**src/rtl/bcd_cascade_counter_pkg.sv**
```systemverilog
// Shared definitions for the cascaded BCD event counter: digit width,
// terminal digit value, snapshot FSM states and the per-digit increment.
package bcd_cascade_counter_pkg;

  localparam int BCD_W = 4;
  localparam logic [BCD_W-1:0] BCD_MAX = 4'd9;

  typedef enum logic {
    IDLE = 1'b0,
    HOLD = 1'b1
  } snap_state_e;

  // Any value at or above 9 rolls to 0, so a corrupted digit self-recovers.
  function automatic logic [BCD_W-1:0] bcd_inc(input logic [BCD_W-1:0] d);
    logic [BCD_W-1:0] r;
    if (d >= BCD_MAX) r = '0;
    else              r = d + 4'd1;
    return r;
  endfunction

endpackage

```
**src/rtl/bcd_cascade_counter_digit.sv**
```systemverilog
// One decade of the cascade: a 0..9 register that advances on inc and
// can be told to stick at 9 when the whole counter saturates.
module bcd_digit
  import bcd_cascade_counter_pkg::*;
(
  input  logic             clk,
  input  logic             rst,
  input  logic             clear,
  input  logic             inc,
  input  logic             hold_max,
  output logic [BCD_W-1:0] digit,
  output logic             is_max
);

  logic [BCD_W-1:0] digit_q;
  logic [BCD_W-1:0] digit_d;

  always_comb begin
    digit_d = digit_q;
    if (clear) begin
      digit_d = '0;
    end else if (inc && !(hold_max && (digit_q == BCD_MAX))) begin
      digit_d = bcd_inc(digit_q);
    end
  end

  always_ff @(posedge clk) begin
    if (rst) digit_q <= '0;
    else     digit_q <= digit_d;
  end

  assign digit  = digit_q;
  assign is_max = (digit_q == BCD_MAX);

endmodule

```
**src/rtl/bcd_cascade_counter.sv**
```systemverilog
// Multi-digit BCD event counter with wrap/saturate terminal behaviour and a
// valid/ready snapshot port that freezes a coherent copy of the count.
module bcd_cascade_counter
  import bcd_cascade_counter_pkg::*;
#(
  parameter int DIGITS = 4,
  parameter int WRAP   = 1
) (
  input  logic                      clk,
  input  logic                      rst,
  input  logic                      tick_in,
  input  logic                      clear,
  output logic [BCD_W*DIGITS-1:0]   count,
  output logic                      carry_out,
  output logic                      sat,
  input  logic                      snap_req,
  output logic                      snap_valid,
  input  logic                      snap_ready,
  output logic [BCD_W*DIGITS-1:0]   snap_data
);

  localparam bit SATURATE = (WRAP == 0);

  logic [DIGITS-1:0] inc_en;
  logic [DIGITS-1:0] is_max;
  logic              all_max;
  logic              term_tick;
  logic              hold_max;

  logic carry_q, carry_d;
  logic sat_q, sat_d;

  snap_state_e                 state_q;
  logic                        snap_valid_q;
  logic [BCD_W*DIGITS-1:0]     snap_data_q;

  // Digit k advances only when every lower digit is at 9 on a tick.
  for (genvar g = 0; g < DIGITS; g++) begin : g_digit
    if (g == 0) begin : g_lsd
      assign inc_en[g] = tick_in;
    end else begin : g_upper
      assign inc_en[g] = tick_in & (&is_max[g-1:0]);
    end

    bcd_digit u_digit (
      .clk      (clk),
      .rst      (rst),
      .clear    (clear),
      .inc      (inc_en[g]),
      .hold_max (hold_max),
      .digit    (count[g*BCD_W +: BCD_W]),
      .is_max   (is_max[g])
    );
  end

  assign all_max   = &is_max;
  assign term_tick = tick_in & all_max;
  assign hold_max  = SATURATE & all_max;

  always_comb begin
    carry_d = 1'b0;
    sat_d   = sat_q;
    if (clear) begin
      sat_d = 1'b0;
    end else if (term_tick) begin
      carry_d = !SATURATE;
      sat_d   = sat_q | SATURATE;
    end
  end

  always_ff @(posedge clk) begin
    if (rst) begin
      carry_q <= 1'b0;
      sat_q   <= 1'b0;
    end else begin
      carry_q <= carry_d;
      sat_q   <= sat_d;
    end
  end

  // Snapshot capture uses the registered count, i.e. the value before this
  // cycle's tick lands; requests while holding are dropped.
  always_ff @(posedge clk) begin
    if (rst) begin
      state_q      <= IDLE;
      snap_valid_q <= 1'b0;
      snap_data_q  <= '0;
    end else begin
      case (state_q)
        IDLE: begin
          if (snap_req) begin
            snap_data_q  <= count;
            snap_valid_q <= 1'b1;
            state_q      <= HOLD;
          end
        end
        HOLD: begin
          if (snap_valid_q && snap_ready) begin
            snap_valid_q <= 1'b0;
            state_q      <= IDLE;
          end
        end
        default: begin
          snap_valid_q <= 1'b0;
          state_q      <= IDLE;
        end
      endcase
    end
  end

  assign carry_out  = carry_q;
  assign sat        = sat_q;
  assign snap_valid = snap_valid_q;
  assign snap_data  = snap_data_q;

endmodule

```
**config.mk**
```make
export PLATFORM = sky130hd
export DESIGN_NAME = bcd_cascade_counter
export DESIGN_NICKNAME = d
export VERILOG_FILES = /design/src/rtl/bcd_cascade_counter_pkg.sv /design/src/rtl/bcd_cascade_counter_digit.sv /design/src/rtl/bcd_cascade_counter.sv
export SDC_FILE = /design/constraint.sdc
export NUM_CORES = 1
export LEC_CHECK = 0
export CELL_PAD_IN_SITES_DETAIL_PLACEMENT = 1
export CELL_PAD_IN_SITES_GLOBAL_PLACEMENT = 2
export CORE_MARGIN = 2
export CORE_UTILIZATION = 27
export CTS_BUF_LIST = sky130_fd_sc_hd__clkbuf_8 sky130_fd_sc_hd__clkbuf_16
export CTS_CLUSTER_SIZE = 25
export DETAILED_ROUTE_END_ITERATION = 6
export PLACE_DENSITY = 0.79
export SLEW_MARGIN = 20
export SYNTH_ARGS = -nofsm -noshare
export SYNTH_HDL_FRONTEND = slang
export SYNTH_SLANG_ARGS = --single-unit
```
**constraint.sdc**
```tcl
create_clock -name clk -period 2.4 [get_ports clk]
set_input_delay 0.6 -clock clk [delete_from_list [all_inputs] [get_ports clk]]
set_output_delay 0.6 -clock clk [all_outputs]
set_load 0.01 [all_outputs]
```
==> results of run 1 <==
## logic make-up (layout without fill, tap and decap cells)
kind of cell	Yosys count	in the layout
AO/OA/AOI/OAI	33	33
XOR/XNOR	6	6
adder cells (fa/ha/maj)	12	12
buffers and inverters	19	67
flip-flops	35	35
multiplexers	1	1
other	1	1
AND/OR/NAND/NOR	82	82
## per-layer routing
layer,up-vias,wire length (µm),global-route usage
met5,-,0,0
met4,0,16,0.0407
met3,2,124,0.0337
met2,27,1930,0.228
met1,670,1880,0.180
li1,717,-,-
## registers in the layout, summed over array words and instances, names as in the netlist
| name | cells |
|---|---|
| state_q | 1 |
| snap_valid | 1 |
| g_digit.u_digit.digit | 16 |
| carry_out | 1 |
| snap_data | 16 |
## cell usage after synthesis, drive strengths merged (2+ instances only)
master | n | share of area
nand3b | 2 | 0.0095
clkbuf | 6 | 0.014
inv | 10 | 0.024
buf | 3 | 0.012
a41oi | 2 | 0.011
a21oi | 22 | 0.070
ha | 12 | 0.095
nand2 | 45 | 0.11
dfxtp | 35 | 0.45
nand2b | 2 | 0.0080
nor3 | 2 | 0.0064
nand3 | 5 | 0.016
o21ai | 4 | 0.013
xor2 | 3 | 0.017
nor2 | 16 | 0.038
nor3b | 2 | 0.0095
xnor2 | 3 | 0.017
## power breakdown
| group | total, µW | switching, µW | internal, µW |
|---|---|---|---|
| Sequential | 588 | 3.45 | 585 |
| Combinational | 73.4 | 42.9 | 30.6 |
| Clock | 533 | 224 | 309 |
| Total | 1190 | 270 | 925 |
## worst max-delay path, cell delays in order
cell and delay, ps:
clkdlybuf4s50_1 530, nand4b_4 110, or3_4 400, or4_1 480
a21boi_1 140
## area by class of cell
cell class                 count  area share
multi-input combinational    135       0.361
sequential                    35       0.319
timing repair buffer          49       0.212
tap                           72      0.0410
clock buffer                   5      0.0313
clock inverter                 3      0.0199
inverter                      10      0.0171
## through the flow
step,total power (µW),util,std cells
after floorplan,642,-,189
after global routing,1250,0.395,309
final,1190,0.395,309
after global placement,676,0.374,301
after CTS,1220,0.395,309
after detailed placement,677,0.374,301
## worst max path at each step
stage                                      from                     endpoint  depth (start not counted)
floorplan           g_digit[0].u_digit.digit[0]  g_digit[3].u_digit.digit[3]                          5
global placement                        tick_in  g_digit[3].u_digit.digit[3]                          5
detailed placement                      tick_in  g_digit[3].u_digit.digit[3]                          5
CTS                                     tick_in  g_digit[3].u_digit.digit[3]                          5
global route                            tick_in  g_digit[3].u_digit.digit[3]                          5
finish                                  tick_in  g_digit[3].u_digit.digit[3]                          5
==> impl_metrics.csv, run 1 <==
group,metric,value,unit
power_and_ir_drop,vdd_drop_max,0.204,mV
layout,syn_to_final_growth,39.9,%
setup_path,critPathRequiredTime,2620,ps
routing,firstDrtPassIters,4,
routing,drc,0,
setup_path,rrSetupSlack,450,ps
die,design.portCount,41,
logic_synthesis,synth_mux_area_frac,0.00636,
global_routing,grt_pass1_wl,6890,µm
setup_path,end_kind,"flip-flop",
hold_path,whs_endpoint,"snap_data[2]",
clock_network,cts_root_buf,"clkbuf_8",
logic_synthesis,synth_cell_type_count,33,
layout,design_area,2200,µm²
setup_path,critPathArrivalTime,2260,ps
logic_synthesis,syn_avg_cell_area,8.32,µm²
setup_path,r2r_end,"g_digit[3].u_digit.digit[3]",
logic_synthesis,synth_top_family_by_area,"simple AND/OR/NAND/NOR gates",
flow_run,cap_viol_max_count,0,
global_routing,grt-ovfl-total,0,
logic_synthesis,synth_area,1570,µm²
clock_network,cts.clk_slew.worst_paths,70,ps
global_routing,grt_max_degree,19,
status,status,"finished, final reports clean",
routing,drt_iter0_drc,67,
routing,postRouteAntennaNets,0,
layout,drive_gt1_frac,0.0886,
layout,nFillCells,672,
place,pre_cts_ws,50.9,ps
sta,rsz0062_at_grt,"no",
layout,diodes,0,
clock_network,cts_resized,0,
setup_path,worstRegToRegCells,5,
sta,fin_crit_sh,0.851,
clock_network,htreeDepth,2,
clock_network,cts_tree,"built",
sta,slew_headroom,0.669,
die,fp.dieW,80.3,µm
logic_synthesis,synth_edf_count,0,
logic_synthesis,synth_xor_area_frac,0.0334,
layout,mostFrequentLayoutCell,"nand2_1",
logic_synthesis,ys_seq_elements,35,
setup_path,worstSetupStartpointType,"primary input",
clock_network,clock_sinks,35,
sta,maxClockFrequency,0.490,GHz
die,core,5570,µm²
sta,hold_violations,0,
place,place.gp.congestion,0.709,
clock_network,post_cts_buffers,0,
sta,slew_viol_final,0,
logic_synthesis,synthSimpleGateAreaFrac,0.247,
place,placed_area,2090,µm²
clock_network,cts_buffers,5,
logic_synthesis,synthAdderAreaFrac,0.0955,
clock_network,clk_latency,290,ps
hold_path,hold_depth,2,
sta,setup_viol,0,
layout,fin_nets,254,
layout,final_cell_mix,"45 x nand2_1, 39 x clkdlybuf4s50_1, 35 x dfxtp_1, 22 x a21oi_1, 16 x nor2_1",
setup_path,r2r-start,"g_digit[1].u_digit.digit[0]",
power_and_ir_drop,p_leak,0.000790,µW
die,start_util,0.282,
logic_synthesis,synth_nets,207,
global_routing,grt_usage,0.139,
global_routing,grt_pass1_vias,1376,
global_routing,antenna_found_initial,0,
routing,via_per_inst,4.58,
power_and_ir_drop,cellPowerDensity,543,nW/µm²
clock_network,cts_hold_buf,0,
die,die-area,6450,µm²
logic_synthesis,ys.flop_type,"dfxtp_1",
sta,tns,0,ps
logic_synthesis,yosys_warnings,0,
logic_synthesis,synth-compound-area-share,0.120,
die,die_h,80.3,µm
hold_path,hp-class,"flip-flop to flip-flop",
clock_network,clock_path_buffers,2,
logic_synthesis,synthCells,189,
routing,vias,1416,
sta,holdWs,454,ps
logic_synthesis,synth_seq_area_share,0.446,
routing,drt_wl_total,3950,µm
logic_synthesis,async_reset_ff_frac,0,
sta,fin_ws,358,ps
die,std_cell_rows,27,
routing,wire_per_inst,12.8,µm
hold_path,hp-start,"snap_data[2]",
sta,worstMarginPinSlew,492,ps
setup_path,cp_max_fo,2,
sta,layout_min_cycle_time,2040,ps
place,hpwl,2960,µm
sta,fin_skew,6.30,ps
layout,seqCellArea,701,µm²
layout,multiInputGateArea,793,µm²
place,io_buffers,39,
setup_path,critPathKind,"primary input to flip-flop",
Power figures use the tool's default switching activity.
==> inputs of run 2 (changes only) <==
- SKIP_LAST_GASP: unset -> 1
==> results of run 2 <==
Final layout, timing and power as in run 1 (identical DEF).
==> variant 1, RTL diff (flow settings as in run 1) <==
`WRAP`: 1 -> 0.
--- a/src/rtl/bcd_cascade_counter.sv
+++ b/src/rtl/bcd_cascade_counter.sv
@@ -5,5 +5,5 @@
 #(
   parameter int DIGITS = 4,
-  parameter int WRAP   = 1
+  parameter int WRAP   = 0
 ) (
   input  logic                      clk,
Function: no difference found for any inputs over 10 cycles, from zero or initial values and one cycle with rst high; that may be too few to reach the edited logic, so the function may still have changed.
==> variant 1 against run 1 <==
  * Largest power group unchanged
  * Wire length grew 21%
  * Sequential cell count unchanged
  * Area after synthesis increased by 7.3%
  * Largest cell class unchanged
  * Power shrank 10%
  * Worst hold slack better by 2.2 ps
  * Final area increased by 4.8%
  * Combinational power increased by 6.1%
  * Setup slack got worse by 23 ps
  * Sequential power hardly changed
==> variant 1: results (changes against run 1) <==
| Metric | Value |
|---|---|
| Status | `finished clean` |
| Final net count | `269 (+5.9%)` |
| Met1 WL | `2330 um (+24%)` |
| Hold path endpoint | `snap_data[5]` |
| Post-CTS Resized | `0 (unchanged)` |
| Min-delay src | `snap_data[5]` |
| Top cells by area, synth | `dfxtp_1 (42%), nand2_1 (9.6%), ha_1 (8.9%), a21oi_1 (6.8%), o31ai_1 (3.1%)` |
| Placed inst area | `0.00222 mm2 (+6.5%)` |
| Worst-path fanout max | `9 (+7)` |
| Detailed placement HPWL | `3420 um (+16%)` |
| Post-synthesis sequential area ratio | `41.5% (-3.0 points)` |
| Cells after DPL | `319 (+6.0%)` |
| Routed WL per cell | `14.6 um (+14%)` |
| Vias | `1588 (+12%)` |
| Share of cells above drive strength 1 | `9.52% (+0.66 points)` |
| Critical Path AT | `2250 ps` |
| Worst clock skew | `6.63 ps (+0.337 ps)` |
| Clock Tree Buf Depth | `2 (unchanged)` |
| R2r setup slk | `330 ps (-120 ps)` |
| Met2 WL | `2190 um (+13%)` |
| Synth top cells by count | `nand2_1 (43), dfxtp_1 (35), a21oi_1 (23), inv_1 (13)` |
| Cell variety after synth | `39 (+18%)` |
| Post-synthesis area per instance | `8.36 um2 (+0.41%)` |
| Vias per Instance | `4.86 (+6.0%)` |
| LEAKAGE | `0.890 nW (+13%)` |
| Tot GR Track Use | `14.8% (+0.90 points)` |
| Worst r2r dst | `g_digit[2].u_digit.digit[0]` |
| First-pass GRT wire length | `8260 um (+20%)` |
| Vias in the first global route | `1653 (+20%)` |
| Gpl congestion | `0.725 (+2.3%)` |
| Met3 routed WL | `189 um (+52%)` |
| Reg2reg start | `g_digit[1].u_digit.digit[0]` |
| Worst vdd ir | `285 uV (+40%)` |
| Max_slew headroom | `65.4% (-1.5 points)` |
| Syn_nets | `220 (+6.3%)` |
| Initial DRC Count | `64 (-4.5%)` |
==> variant 1: cell types whose count changed in the layout (fill, tap and decap cells not counted), sizes merged, moves of 3 or more <==
cell,run 1,this run
nor2,16,12
buf,10,14
xnor2,3,0
o31ai,0,7
inv,10,15
or2,0,3
xor2,3,0
==> variant 1: layout make-up <==
type	count	area, um2
clock buffer	5	68.8
timing repair buffer	53	495
tap	75	93.8
fill	717	3690
sequential	35	701
inverter	13	48.8
clock inverter	3	12.5
multi-input combinational	143	885
==> variant 1: cells by family after synthesis <==
family / synth area share (%)
adder cells (fa/ha/maj): 8.90
flip-flops: 41.5
other: 0.222
AO/OA/AOI/OAI: 16.3
buffers and inverters: 6.08
multiplexers: 2.08
AND/OR/NAND/NOR: 24.9
==> variant 1: worst max-delay path by stage <==
stage	startpoint	end	slack (ps)	cells after the start
floorplan	g_digit[0].u_digit.digit[1]	g_digit[2].u_digit.digit[0]	440	8
global placement	tick_in	g_digit[2].u_digit.digit[0]	110	5
detailed placement	tick_in	g_digit[2].u_digit.digit[0]	110	5
CTS	g_digit[1].u_digit.digit[0]	g_digit[2].u_digit.digit[0]	310	5
global route	g_digit[1].u_digit.digit[0]	g_digit[2].u_digit.digit[0]	160	5
finish	g_digit[1].u_digit.digit[0]	g_digit[2].u_digit.digit[0]	330	5
==> variant 1: stage by stage <==
step	hold slack, ps	worst slack (ps)
after global routing	486	161
after CTS	458	312
final	456	334
after global placement	444	114
after detailed placement	448	108
after floorplan	481	436
==> variant 1: critical path, cell delays in order, from the launching register on <==
cell	delay, ps
dfxtp_1	450
ha_1	230
nand3b_1	180
and4bb_1	510
or2_1	270
mux2_4	320
==> variant 1: layer usage <==
metal | vias to the layer above | GRT usage (%)
met1 | 759 | 20.2
met2 | 35 | 22.9
li1 | 786 | -
met5 | - | 0
met4 | 0 | 4.47
met3 | 8 | 3.88
==> variant 1: power breakdown <==
group          leakage [nW]  internal, W  switching [W]   total, W
clock network        0.0505     0.000195       0.000209   0.000404
registers             0.283     0.000585     0.00000349   0.000589
logic                 0.557    0.0000302      0.0000477  0.0000779
total                 0.890     0.000810       0.000260    0.00107
==> variant 2, RTL diff (settings of run 1) <==
Made on the original files. Put a register stage on the output `count`, with the module's reset. The value now appears one clock later. The other outputs are not delayed to match. Comments in the files are not updated.
--- a/src/rtl/bcd_cascade_counter.sv
+++ b/src/rtl/bcd_cascade_counter.sv
@@ -21,4 +21,6 @@
 
   localparam bit SATURATE = (WRAP == 0);
+
+  logic [BCD_W*DIGITS-1:0] count_d;
 
   logic [DIGITS-1:0] inc_en;
@@ -49,5 +51,5 @@
       .inc      (inc_en[g]),
       .hold_max (hold_max),
-      .digit    (count[g*BCD_W +: BCD_W]),
+      .digit    (count_d[g*BCD_W +: BCD_W]),
       .is_max   (is_max[g])
     );
@@ -90,5 +92,5 @@
         IDLE: begin
           if (snap_req) begin
-            snap_data_q  <= count;
+            snap_data_q  <= count_d;
             snap_valid_q <= 1'b1;
             state_q      <= HOLD;
@@ -114,4 +116,12 @@
   assign snap_data  = snap_data_q;
 
+  always_ff @(posedge clk) begin
+    if (rst) begin
+      count <= '0;
+    end else begin
+      count <= count_d;
+    end
+  end
+
 endmodule
 
Formal check against the unedited RTL: not equivalent (a bounded check fails within 4 cycles, from zero or initial values and one cycle with rst high).
==> variant 2 against run 1 <==
  * Wire length up 14%
  * Cell count up 18%
  * Largest cell class is now flip-flops and latches
  * Die area up 25%
  * Area after synthesis up 27%
  * Final area up 19%
  * Critical path type unchanged
  * Largest power group unchanged
  * Clock power up 18%
  * Power up 30%
  * Worst hold slack better by 5.6 ps
  * Sequential cell count up 16
  * Critical endpoint is now g_digit[3].u_digit.digit[2]
  * Critical path depth unchanged
  * Setup slack better by 100 ps
  * Maximum frequency up 5.2%
  * First-iteration DRC count down 58%
  * Count of clock-buffer cells in the layout up 1
==> variant 2: results (changes against run 1) <==
| Metric | Value |
|---|---|
| Comb power | `0.0000700 W (-4.6%)` |
| Drt pass-1 iters | `6 (+2)` |
| M3 GR Usage | `3.10% (-0.27 points)` |
| First-pass GRT wire length | `7780 um (+13%)` |
| Top cells by area, synth | `dfxtp_1 (51%), nand2_1 (8.7%), ha_1 (7.5%), a21oi_1 (6.0%), nor2_1 (4.7%)` |
| Synth top cells by count | `dfxtp_1 (51), nand2_1 (46), nor2_1 (25), a21oi_1 (24), ha_1 (12)` |
| Met1 WL | `2000 um (+6.5%)` |
| Post-synthesis sequential area ratio | `51.2% (+6.7 points)` |
| Post-synthesis mux area share | `0.502% (-0.13 points)` |
| Worst-path clk slew | `90 ps (+20 ps)` |
| Vias | `1618 (+14%)` |
| Clock group power | `0.000628 W (+18%)` |
| Largest net degree at the start of global routing | `35 (+16)` |
| Met2 WL | `2230 um (+16%)` |
| Tot GR Track Use | `11.8% (-2.1 points)` |
| Placed inst area | `0.00249 mm2 (+19%)` |
| Worst skew pair latency | `310 ps (+20 ps)` |
| Worst clock skew | `6.75 ps (+0.452 ps)` |
| Synth Area in Adders | `7.53% (-2.0 points)` |
| Vias in the first global route | `1696 (+23%)` |
| Detailed placement HPWL | `3290 um (+11%)` |
| Fin cells | `364 (+18%)` |
| Worst-path fanout max | `6 (+4)` |
| Post-Synth XOR/XNOR Area | `3.08% (-0.27 points)` |
| Pre-CTS setup slack | `127 ps (+75.9 ps)` |
| LEAKAGE | `0.931 nW (+18%)` |
| Switching power | `0.000337 W (+25%)` |
| Slowest CP cell | `or4b_1` |
| Initial DRC Count | `28 (-58%)` |
| M1 GR Usage | `13.8% (-4.2 points)` |
| Syn_nets | `241 (+16%)` |
| Worst vdd ir | `284 uV (+39%)` |
| Critical Path AT | `2180 ps (-80 ps)` |
| Hold crit path type | `flop to flop` |
| Pwr dens | `596 mW/mm2 (+9.6%)` |
| Gpl congestion | `0.785 (+11%)` |
| Final WL | `4490 um (+14%)` |
| Met3 routed WL | `197 um (+59%)` |
| Filler cells | `876 (+30%)` |
| Max_slew headroom | `64.0% (-2.8 points)` |
| CTS Root Cell | `clkbuf_8` |
| Complex-gate fraction of the synthesized area | `9.04% (-3.0 points)` |
| Status | `finished clean` |
variant 2: cell count changes after synthesis, sizes merged, moves of 2 or more:
cell,change
nand3b,-2
nor2,+9
a21oi,+2
nor2b,+8
o21ai,-2
nor3,-2
dfxtp,+16
xor2,+2
variant 2: cell type report:
type | instances | area (um2) | share of cell area, %
Sequential cell | 51 | 1020 | 39.1
Multi-Input combinational cell | 152 | 878 | 33.7
Timing Repair Buffer | 45 | 435 | 16.7
Tap cell | 99 | 124 | 4.75
Clock buffer | 6 | 82.6 | 3.16
Clock inverter | 2 | 35.0 | 1.34
Inverter | 9 | 33.8 | 1.29
variant 2: path summary, 6_finish.rpt:
check | from | end | slack, ps | cells after the start
min | snap_data[13] | snap_data[13] | 460 | 2
min reg2reg | snap_data[13] | snap_data[13] | 460 | 2
max reg2reg | g_digit[0].u_digit.digit[0] | g_digit[3].u_digit.digit[2] | 520 | 5
max | tick_in | g_digit[3].u_digit.digit[2] | 460 | 5
